===== src/rtl/cpu_pkg.sv =====
// Shared CPU definitions: opcode constants and the next-PC source select.
package cpu_pkg;

  localparam logic [7:0] OP_JUMP = 8'h06;
  localparam logic [7:0] OP_BEQ  = 8'h07;
  localparam logic [7:0] OP_BNE  = 8'h11;
  localparam logic [7:0] OP_CALL = 8'h12;
  localparam logic [7:0] OP_RET  = 8'h13;

  typedef enum logic [1:0] {
    SEQ,
    TGT,
    RAS
  } pc_src_e;

endpackage


===== src/rtl/ras_stack.sv =====
// Circular return-address stack; a push into a full stack overwrites the oldest entry.
module ras_stack #(
  parameter int RAS_DEPTH = 4,
  parameter int ADDR_W    = 32
) (
  input  logic              CLK,
  input  logic              RESET,
  input  logic              push,
  input  logic              pop,
  input  logic [ADDR_W-1:0] push_data,
  output logic [ADDR_W-1:0] top,
  output logic              empty,
  output logic              ovf_pulse,
  output logic              unf_pulse
);

  localparam int PTR_W = $clog2(RAS_DEPTH);
  localparam int CNT_W = $clog2(RAS_DEPTH + 1);

  logic [ADDR_W-1:0] mem_reg [RAS_DEPTH];
  logic [PTR_W-1:0]  wp_reg;
  logic [CNT_W-1:0]  cnt_reg;
  logic              full;
  logic [PTR_W-1:0]  top_idx;

  assign full      = (cnt_reg == CNT_W'(RAS_DEPTH));
  assign empty     = (cnt_reg == '0);
  assign top_idx   = wp_reg - PTR_W'(1);
  assign top       = mem_reg[top_idx];
  assign ovf_pulse = push & full;
  assign unf_pulse = pop & empty;

  // Pointer wraps naturally because RAS_DEPTH is a power of two.
  always_ff @(posedge CLK) begin
    if (RESET) begin
      wp_reg  <= '0;
      cnt_reg <= '0;
    end else if (push) begin
      wp_reg <= wp_reg + PTR_W'(1);
      if (!full) cnt_reg <= cnt_reg + CNT_W'(1);
    end else if (pop && !empty) begin
      wp_reg  <= top_idx;
      cnt_reg <= cnt_reg - CNT_W'(1);
    end
  end

  always_ff @(posedge CLK) begin
    if (push) mem_reg[wp_reg] <= push_data;
  end

endmodule


===== src/rtl/pc_sequencer.sv =====
// Program counter with relative branches/jumps, CALL/RET via a return-address stack,
// and stalling on instruction or data memory busy-wait.
module pc_sequencer
  import cpu_pkg::*;
#(
  parameter int ADDR_W      = 32,
  parameter int OFFSET_W    = 8,
  parameter int INSTR_BYTES = 4,
  parameter int RAS_DEPTH   = 4
) (
  input  logic                CLK,
  input  logic                RESET,
  input  logic                IBUSYWAIT,
  input  logic                DBUSYWAIT,
  input  logic                JMP,
  input  logic                BEQ,
  input  logic                BNE,
  input  logic                CALL,
  input  logic                RET,
  input  logic                ZERO,
  input  logic [OFFSET_W-1:0] OFFSET,
  output logic [ADDR_W-1:0]   PC,
  output logic [ADDR_W-1:0]   NXTPC,
  output logic                STALL,
  output logic                RAS_OVF,
  output logic                RAS_UNF
);

  localparam int SHIFT = $clog2(INSTR_BYTES);

  logic [ADDR_W-1:0] pc_reg;
  logic [ADDR_W-1:0] pc_next;
  logic [ADDR_W-1:0] nxtpc;
  logic [ADDR_W-1:0] off_ext;
  logic [ADDR_W-1:0] target;
  logic [ADDR_W-1:0] ras_top;
  logic              ras_empty;
  logic              ras_push;
  logic              ras_pop;
  logic              ras_ovf_pulse;
  logic              ras_unf_pulse;
  logic              advance;
  logic              ovf_reg;
  logic              unf_reg;
  pc_src_e           pc_src;

  assign nxtpc   = pc_reg + ADDR_W'(INSTR_BYTES);
  assign off_ext = ADDR_W'($signed(OFFSET));
  assign target  = nxtpc + (off_ext << SHIFT);
  assign STALL   = IBUSYWAIT | DBUSYWAIT;
  assign advance = ~STALL;

  // RET outranks CALL, so a simultaneous CALL+RET never pushes.
  assign ras_pop  = RET & advance;
  assign ras_push = CALL & ~RET & advance;

  always_comb begin
    pc_src = SEQ;
    if (RET)              pc_src = ras_empty ? SEQ : RAS;
    else if (CALL || JMP) pc_src = TGT;
    else if (BEQ)         pc_src = ZERO ? TGT : SEQ;
    else if (BNE)         pc_src = ZERO ? SEQ : TGT;
  end

  always_comb begin
    case (pc_src)
      TGT:     pc_next = target;
      RAS:     pc_next = ras_top;
      default: pc_next = nxtpc;
    endcase
  end

  always_ff @(posedge CLK) begin
    if (RESET) begin
      pc_reg  <= '0;
      ovf_reg <= 1'b0;
      unf_reg <= 1'b0;
    end else if (advance) begin
      pc_reg  <= pc_next;
      ovf_reg <= ovf_reg | ras_ovf_pulse;
      unf_reg <= unf_reg | ras_unf_pulse;
    end
  end

  ras_stack #(
    .RAS_DEPTH(RAS_DEPTH),
    .ADDR_W   (ADDR_W)
  ) u_ras (
    .CLK      (CLK),
    .RESET    (RESET),
    .push     (ras_push),
    .pop      (ras_pop),
    .push_data(nxtpc),
    .top      (ras_top),
    .empty    (ras_empty),
    .ovf_pulse(ras_ovf_pulse),
    .unf_pulse(ras_unf_pulse)
  );

  assign PC      = pc_reg;
  assign NXTPC   = nxtpc;
  assign RAS_OVF = ovf_reg;
  assign RAS_UNF = unf_reg;

endmodule


===== config.mk =====
export PLATFORM = sky130hd
export DESIGN_NAME = pc_sequencer
export DESIGN_NICKNAME = d
export VERILOG_FILES = /design/src/rtl/cpu_pkg.sv /design/src/rtl/ras_stack.sv /design/src/rtl/pc_sequencer.sv
export SDC_FILE = /design/constraint.sdc
export NUM_CORES = 1
export LEC_CHECK = 0
export ABC_CLOCK_PERIOD_IN_PS = 4430
export CORE_AREA = 2 2 155 119
export DETAILED_ROUTE_END_ITERATION = 6
export DIE_AREA = 0 0 157 121
export GPL_ROUTABILITY_DRIVEN = 0
export PLACE_DENSITY_LB_ADDON = 0.12
export SYNTH_ARGS = -nofsm -noshare
export SYNTH_HDL_FRONTEND = slang
export SYNTH_SLANG_ARGS = --single-unit
export TNS_END_PERCENT = 30

===== constraint.sdc =====
create_clock -name CLK -period 4.43 [get_ports CLK]
set_input_delay 0.6645 -clock CLK [delete_from_list [all_inputs] [get_ports CLK]]
set_output_delay 0.6645 -clock CLK [all_outputs]
set_load 0.02 [all_outputs]

==> metrics.txt, run 1 <==
status=complete, no violations; R2R Setup Slk=0.29 ns; area growth from synthesis to layout=21.5%; I/O pin cnt=85; Final Setup Violations=0; final slew viol count=0; met2 usage=0.387; vias in the first global route=6540; largest net degree at the start of global routing=44; CTS tree=yes; CTS Sinks=167; worst slack, placed=0.416 ns; number of flip-flops in the largest register=128; routing usage on met1=0.368; die area=0.0190 mm2; Reg2Reg Depth=12; IO buf count=84; die width=157 um; critical-path maximum fanout=7; ratio of final minimum period to clock period=0.934; Seq/Total Area, Yosys=0.524; area of the multi-input gates=0.00402 mm2; Via Count=6609; vias per inst=6.04; CP Class=flop to flop; power per cell area=379 mW/mm2; Main synth FF type=edfxtp_1; VDD IR max=0.245 mV; Net Count, Synth=797; asr flop ratio synth=0; CORE AREA=0.0174 mm2; hold path start=RAS_UNF; Critical R2R Launch=PC[12]; CP bufs+invs=1; antenna violations before repair=0; drt first pass iters=5; root buf cell=clkbuf_16; Sequential cell area=0.00463 mm2; global-route wire length before repair=36400 um; drt total wl=23100 um; crit-path cells=nand4_1 > or4_4 > xnor2_1 > buf_4 > ha_1 > a21o_1 > a2111oi_0 > nor2_1 > o21ai_0 > o21ai_0 > xnor2_1 > o41ai_1; Resize count post-CTS=0; CP Launch Point=PC[12]; Max Cap Viol=0; critical path required time=4.75 ns; Global Route met3 Usage=0.0582; clock skew=0.0107 ns; Worst path slowest cell=or4_4; CP max stage delay=0.70 ns; delay-heaviest family, CP=compound AO/OA/AOI/OAI gates; layout cells sized above 1=0.137; Clk pin slew, worst setup/hold paths=0.07 ns; WP data arrival=4.46 ns; Hold Path Class=flop to flop; Routed Antenna Nets=0; Yosys reg bits=167; synthesized cell area=0.00883 mm2; busiest grt layer=met2; Rel. slew slack=0.394; clk_lat worst skew=0.44 ns; filler cell count=1406; Fin. Hold Viols=0; GRT Residual Overflow=0; total clock buffers created by CTS=17; H-tree depth=4; Slew @ Worst Pin=0.909 ns; nets@finish=901; Die H=121 um; Syn. warnings=0; Final WS setup=0.291 ns; Startpoint Class=flop; CTS Buffer Depth=2; Avg Inst Size Synth=12.0 um2; Initial Util=0.508; number of core rows=42; distinct cell type count after synthesis=60; Crit. path cell count=12; RSZ-0062 raised after global routing=no; EDFF count, synth=128; min Tclk post-route=4.14 ns; Fin Setup TNS=0 ns; drt first-iter violations=670; Post-DP HPWL=15700 um; LEAKAGE=3.80 nW; Hold Buf Count CTS=0; Total GRT Usage=0.255; Post-CTS Setup Repair Bufs=0; fmax=0.242 GHz; reg2reg end=PC[30]; Inserted Diodes=0; Residual DRC=0; Syn Inst Count=736; crit end category=flop; wire per inst=21.1 um; Critical Path Sink=PC[30]
## power by group
part	leakage, nW	internal (mW)	switching (mW)
logic	2.05	0.343	0.474
registers	1.48	1.73	0.0485
clock network	0.275	0.795	0.668
total	3.80	2.87	1.19
## how the worst min path moves through the flow
stage                                  end  slack, ns  cells past startpoint
after floorplan           u_ras.cnt_reg[1]       0.48                      2
after global placement             RAS_OVF       0.45                      2
after detailed placement           RAS_UNF       0.46                      2
after CTS                          RAS_UNF       0.47                      2
after global routing               RAS_UNF       0.50                      2
final                              RAS_UNF       0.47                      2
## worst reg2reg max path, delay by kind of cell, from the launching register on
family | cells | cell delay [ns]
AOI/OAI and AO/OA | 5 | 1.56
and+or+nand+nor | 3 | 1.14
DFF | 1 | 0.48
adders and majority gates | 1 | 0.37
xor gates and xnor gates | 2 | 0.32
buffers and inverters | 1 | 0.16
## Yosys cell counts, types with 11 or more instances
cell      count  area share
xnor2_1      33       0.033
a21oi_1      63       0.036
mux4_2       32       0.082
inv_1        13      0.0055
nor2_1       65       0.028
nand2_1      47       0.020
nand3_1      15      0.0085
nand4_1      12      0.0085
a221o_1      13       0.015
o21ai_0      24       0.014
xor2_1       23       0.023
clkbuf_1     26       0.011
nor3_1       20       0.011
dfxtp_1      39       0.088
a211oi_1     11      0.0094
ha_1         41       0.058
edfxtp_1    128        0.44
## routing by layer
layer | vias to the layer above | routed length [um]
li1 | 3044 | -
met1 | 3262 | 10500
met2 | 273 | 10400
met3 | 30 | 1800
met4 | 0 | 431
met5 | - | 0
## kinds of logic after synthesis
family                   count (synthesis)  synth area share
AND/OR/NAND/NOR                        208             0.115
AO/OA/AOI/OAI                          175             0.132
flip-flops                             167             0.524
XOR/XNOR                                57            0.0574
buffers and inverters                   51            0.0238
adder cells (fa/ha/maj)                 43            0.0626
multiplexers                            35            0.0852
## cells in the final DEF, fill, tap and decap left out, types with 3 or more instances in the layout
| cell | synthesis | routed |
|---|---|---|
| ha_1 | 41 | 41 |
| nand3_1 | 15 | 15 |
| xnor2_1 | 33 | 33 |
| or2_2 | 3 | 3 |
| a21oi_1 | 63 | 63 |
| and4_1 | 5 | 5 |
| o21a_1 | 9 | 9 |
| a222oi_1 | 3 | 3 |
| inv_1 | 13 | 13 |
| and2_1 | 8 | 8 |
| xor2_1 | 23 | 23 |
| clkinvlp_4 | 0 | 4 |
| or3_1 | 7 | 7 |
| nor3_1 | 20 | 20 |
| a211oi_1 | 11 | 11 |
| clkbuf_16 | 0 | 17 |
| nand4_1 | 12 | 12 |
| a31oi_1 | 4 | 4 |
| mux4_2 | 32 | 32 |
| nand2_1 | 47 | 47 |
| edfxtp_1 | 128 | 128 |
| buf_4 | 3 | 38 |
| a221o_1 | 13 | 13 |
| o21bai_1 | 3 | 3 |
| inv_6 | 0 | 6 |
| a21o_1 | 7 | 7 |
| nor2_1 | 65 | 64 |
| clkdlybuf4s50_1 | 0 | 83 |
| a221oi_1 | 10 | 10 |
| o211ai_1 | 5 | 5 |
| o31ai_1 | 6 | 6 |
| o21ai_0 | 24 | 24 |
| and3_1 | 7 | 7 |
| dfxtp_1 | 39 | 38 |
| nand2b_1 | 5 | 5 |
## cell type report
class,instances,share of cell area
inverters,13,0.00455
multi-input cells,518,0.375
clock buffers,17,0.0397
flip-flops and latches,167,0.431
clock inverters,15,0.0150
repair buffers,123,0.106
well taps,242,0.0282
## through the flow
| step | hold WS, ns | util | cell area [um2] | std cells | power (mW) |
|---|---|---|---|---|---|
| after floorplan | 0.483 | - | 8830 | 736 | 2.32 |
| after global placement | 0.455 | 0.582 | 10100 | 1063 | 2.61 |
| after detailed placement | 0.459 | 0.582 | 10100 | 1063 | 2.62 |
| after CTS | 0.474 | 0.616 | 10700 | 1095 | 4.08 |
| after global routing | 0.502 | 0.617 | 10700 | 1095 | 4.22 |
| final | 0.472 | 0.617 | 10700 | 1095 | 4.06 |
(Power assumes the default switching activity.)
==> run 2: changes to the inputs <==
--- a/config.mk
+++ b/config.mk
@@ -5,7 +5,7 @@
 export SDC_FILE = /design/constraint.sdc
 export NUM_CORES = 1
 export LEC_CHECK = 0
-export ABC_CLOCK_PERIOD_IN_PS = 4430
+export ABC_CLOCK_PERIOD_IN_PS = 3850
 export CORE_AREA = 2 2 155 119
 export DETAILED_ROUTE_END_ITERATION = 6
 export DIE_AREA = 0 0 157 121
==> constraint.sdc (replaced) <==
create_clock -name CLK -period 3.85 [get_ports CLK]
set_input_delay 0.5775 -clock CLK [delete_from_list [all_inputs] [get_ports CLK]]
set_output_delay 0.5775 -clock CLK [all_outputs]
set_load 0.05 [all_outputs]
==> run 2 against run 1 <==
Net effect:
- wire length is 2.0% higher
- first-iteration DRC count is 11% lower
- clock skew is 0.0014 ns higher
- critical path depth is 2 higher
- sequential power is 16% higher
- clock-buffer cell count stayed put
- utilization is 3.0 points higher
- critical path type unchanged
- largest power group unchanged
==> metrics.txt, run 2 (same netlist as run 1, synthesis figures left out) <==
CP max stage delay=0.62 ns; most frequent cells in the layout=edfxtp_1 (128), clkdlybuf4s50_1 (72), a21oi_1 (61), nor2_1 (60), buf_4 (55); WP data arrival=4.11 ns; final core occ=0.647; Post-DP HPWL=16100 um; IO buf count=84; Cells after DPL=1071; Clk pin slew, worst setup/hold paths=0.07 ns; Fin. Hold Viols=0; most common cell after layout, fill and taps aside=edfxtp_1; clk_lat worst skew=0.43 ns; crit end category=flop; layout cells sized above 1=0.218; Initial Util=0.508; largest net degree at the start of global routing=44; met2 usage=0.396; Die H=121 um; Hold Path Class=flop to flop; die area=0.0190 mm2; I/O pin cnt=85; ratio of final minimum period to clock period=0.988; Global Route met3 Usage=0.0607; nets@finish=913; final non-filler cell total=1107; crit-path cells=and4_1 > nand2_1 > or4_4 > nand2b_1 > xnor2_4 > ha_1 > a21o_1 > a311oi_2 > o21bai_1 > a21oi_2 > a21oi_1 > a211oi_2 > xor2_1 > o31ai_1; Max Cap Viol=0; power per cell area=433 mW/mm2; wire per inst=21.3 um; CTS tree=yes; Inserted Diodes=0; GRT Residual Overflow=0; H-tree depth=4; number of core rows=42; final slew viol count=0; vias per inst=6.09; RSZ-0062 raised after global routing=yes; root buf cell=clkbuf_16; routing usage on met1=0.367; antenna violations before repair=0; Final Setup Violations=0; Fin Setup TNS=0 ns; post-route cell area=0.0112 mm2; Residual DRC=0; vias in the first global route=6654; critical-path maximum fanout=8; VDD IR max=0.294 mV; die width=157 um; drt first-iter violations=594; total clock buffers created by CTS=17; global-route wire length before repair=36900 um; Via Count=6740; CORE AREA=0.0174 mm2; Hold Buf Count CTS=0; critical path required time=4.16 ns; fmax=0.263 GHz; status=complete, no violations; number of flip-flops in the largest register=128; CTS Buffer Depth=2; Slew @ Worst Pin=0.972 ns; Worst path slowest cell=or4_4; Area after DPL=0.0105 mm2; Rel. slew slack=0.352; LEAKAGE=4.11 nW; Total GRT Usage=0.258; Routed Antenna Nets=0; clock skew=0.0121 ns; drt first pass iters=5; Startpoint Class=flop; busiest grt layer=met2; drt total wl=23600 um; area growth from synthesis to layout=27.4%; min Tclk post-route=3.80 ns; CTS Sinks=167; CP Class=flop to flop
run 2: cell type report:
type	count	area, um2
Tap cell	242	303
Clock inverter	15	158
Fill cell	1309	6140
Sequential cell	167	4680
Multi-Input combinational cell	518	4410
Clock buffer	17	425
Inverter	13	48.8
Timing Repair Buffer	135	1230
run 2: routing by layer:
| layer | wire length (um) | up-vias |
|---|---|---|
| met5 | 0 | - |
| li1 | - | 3072 |
| met3 | 1890 | 45 |
| met2 | 10700 | 288 |
| met4 | 480 | 0 |
| met1 | 10500 | 3335 |
run 2: final timing paths:
path / start / endpoint / slack [ns] / cells after the start
max: PC[4] / PC[29] / 0.05 / 14
min: RAS_OVF / RAS_OVF / 0.49 / 2
max reg2reg: PC[4] / PC[29] / 0.05 / 14
min reg2reg: RAS_OVF / RAS_OVF / 0.49 / 2
run 2: through the flow:
step	worst slack (ns)	hold slack (ns)	total power, mW
after CTS	-0.00120	0.493	4.87
after floorplan	0.00954	0.483	2.83
after global placement	-0.0243	0.460	3.18
after global routing	-0.139	0.545	5.06
after detailed placement	-0.00261	0.463	3.20
final	0.0477	0.493	4.87
run 2: timing repair:
item                       CTS  global route
setup endpoints to repair    3            12
buffers inserted             0             4
gates resized for setup      2            26
pin swaps                    1             7
run 2: critical path, delay by kind of cell (launching register included):
family / cells / cell delay, ns
DFF: 1 / 0.39
AOI/OAI and AO/OA: 7 / 1.28
and+or+nand+nor: 4 / 1.19
adders and majority gates: 1 / 0.29
xor gates and xnor gates: 2 / 0.52
run 2: power by group:
part	switching, mW	total [mW]	internal (mW)
clock	0.767	1.68	0.916
combinational	0.700	1.13	0.431
sequential	0.0644	2.06	1.99
total	1.53	4.87	3.34
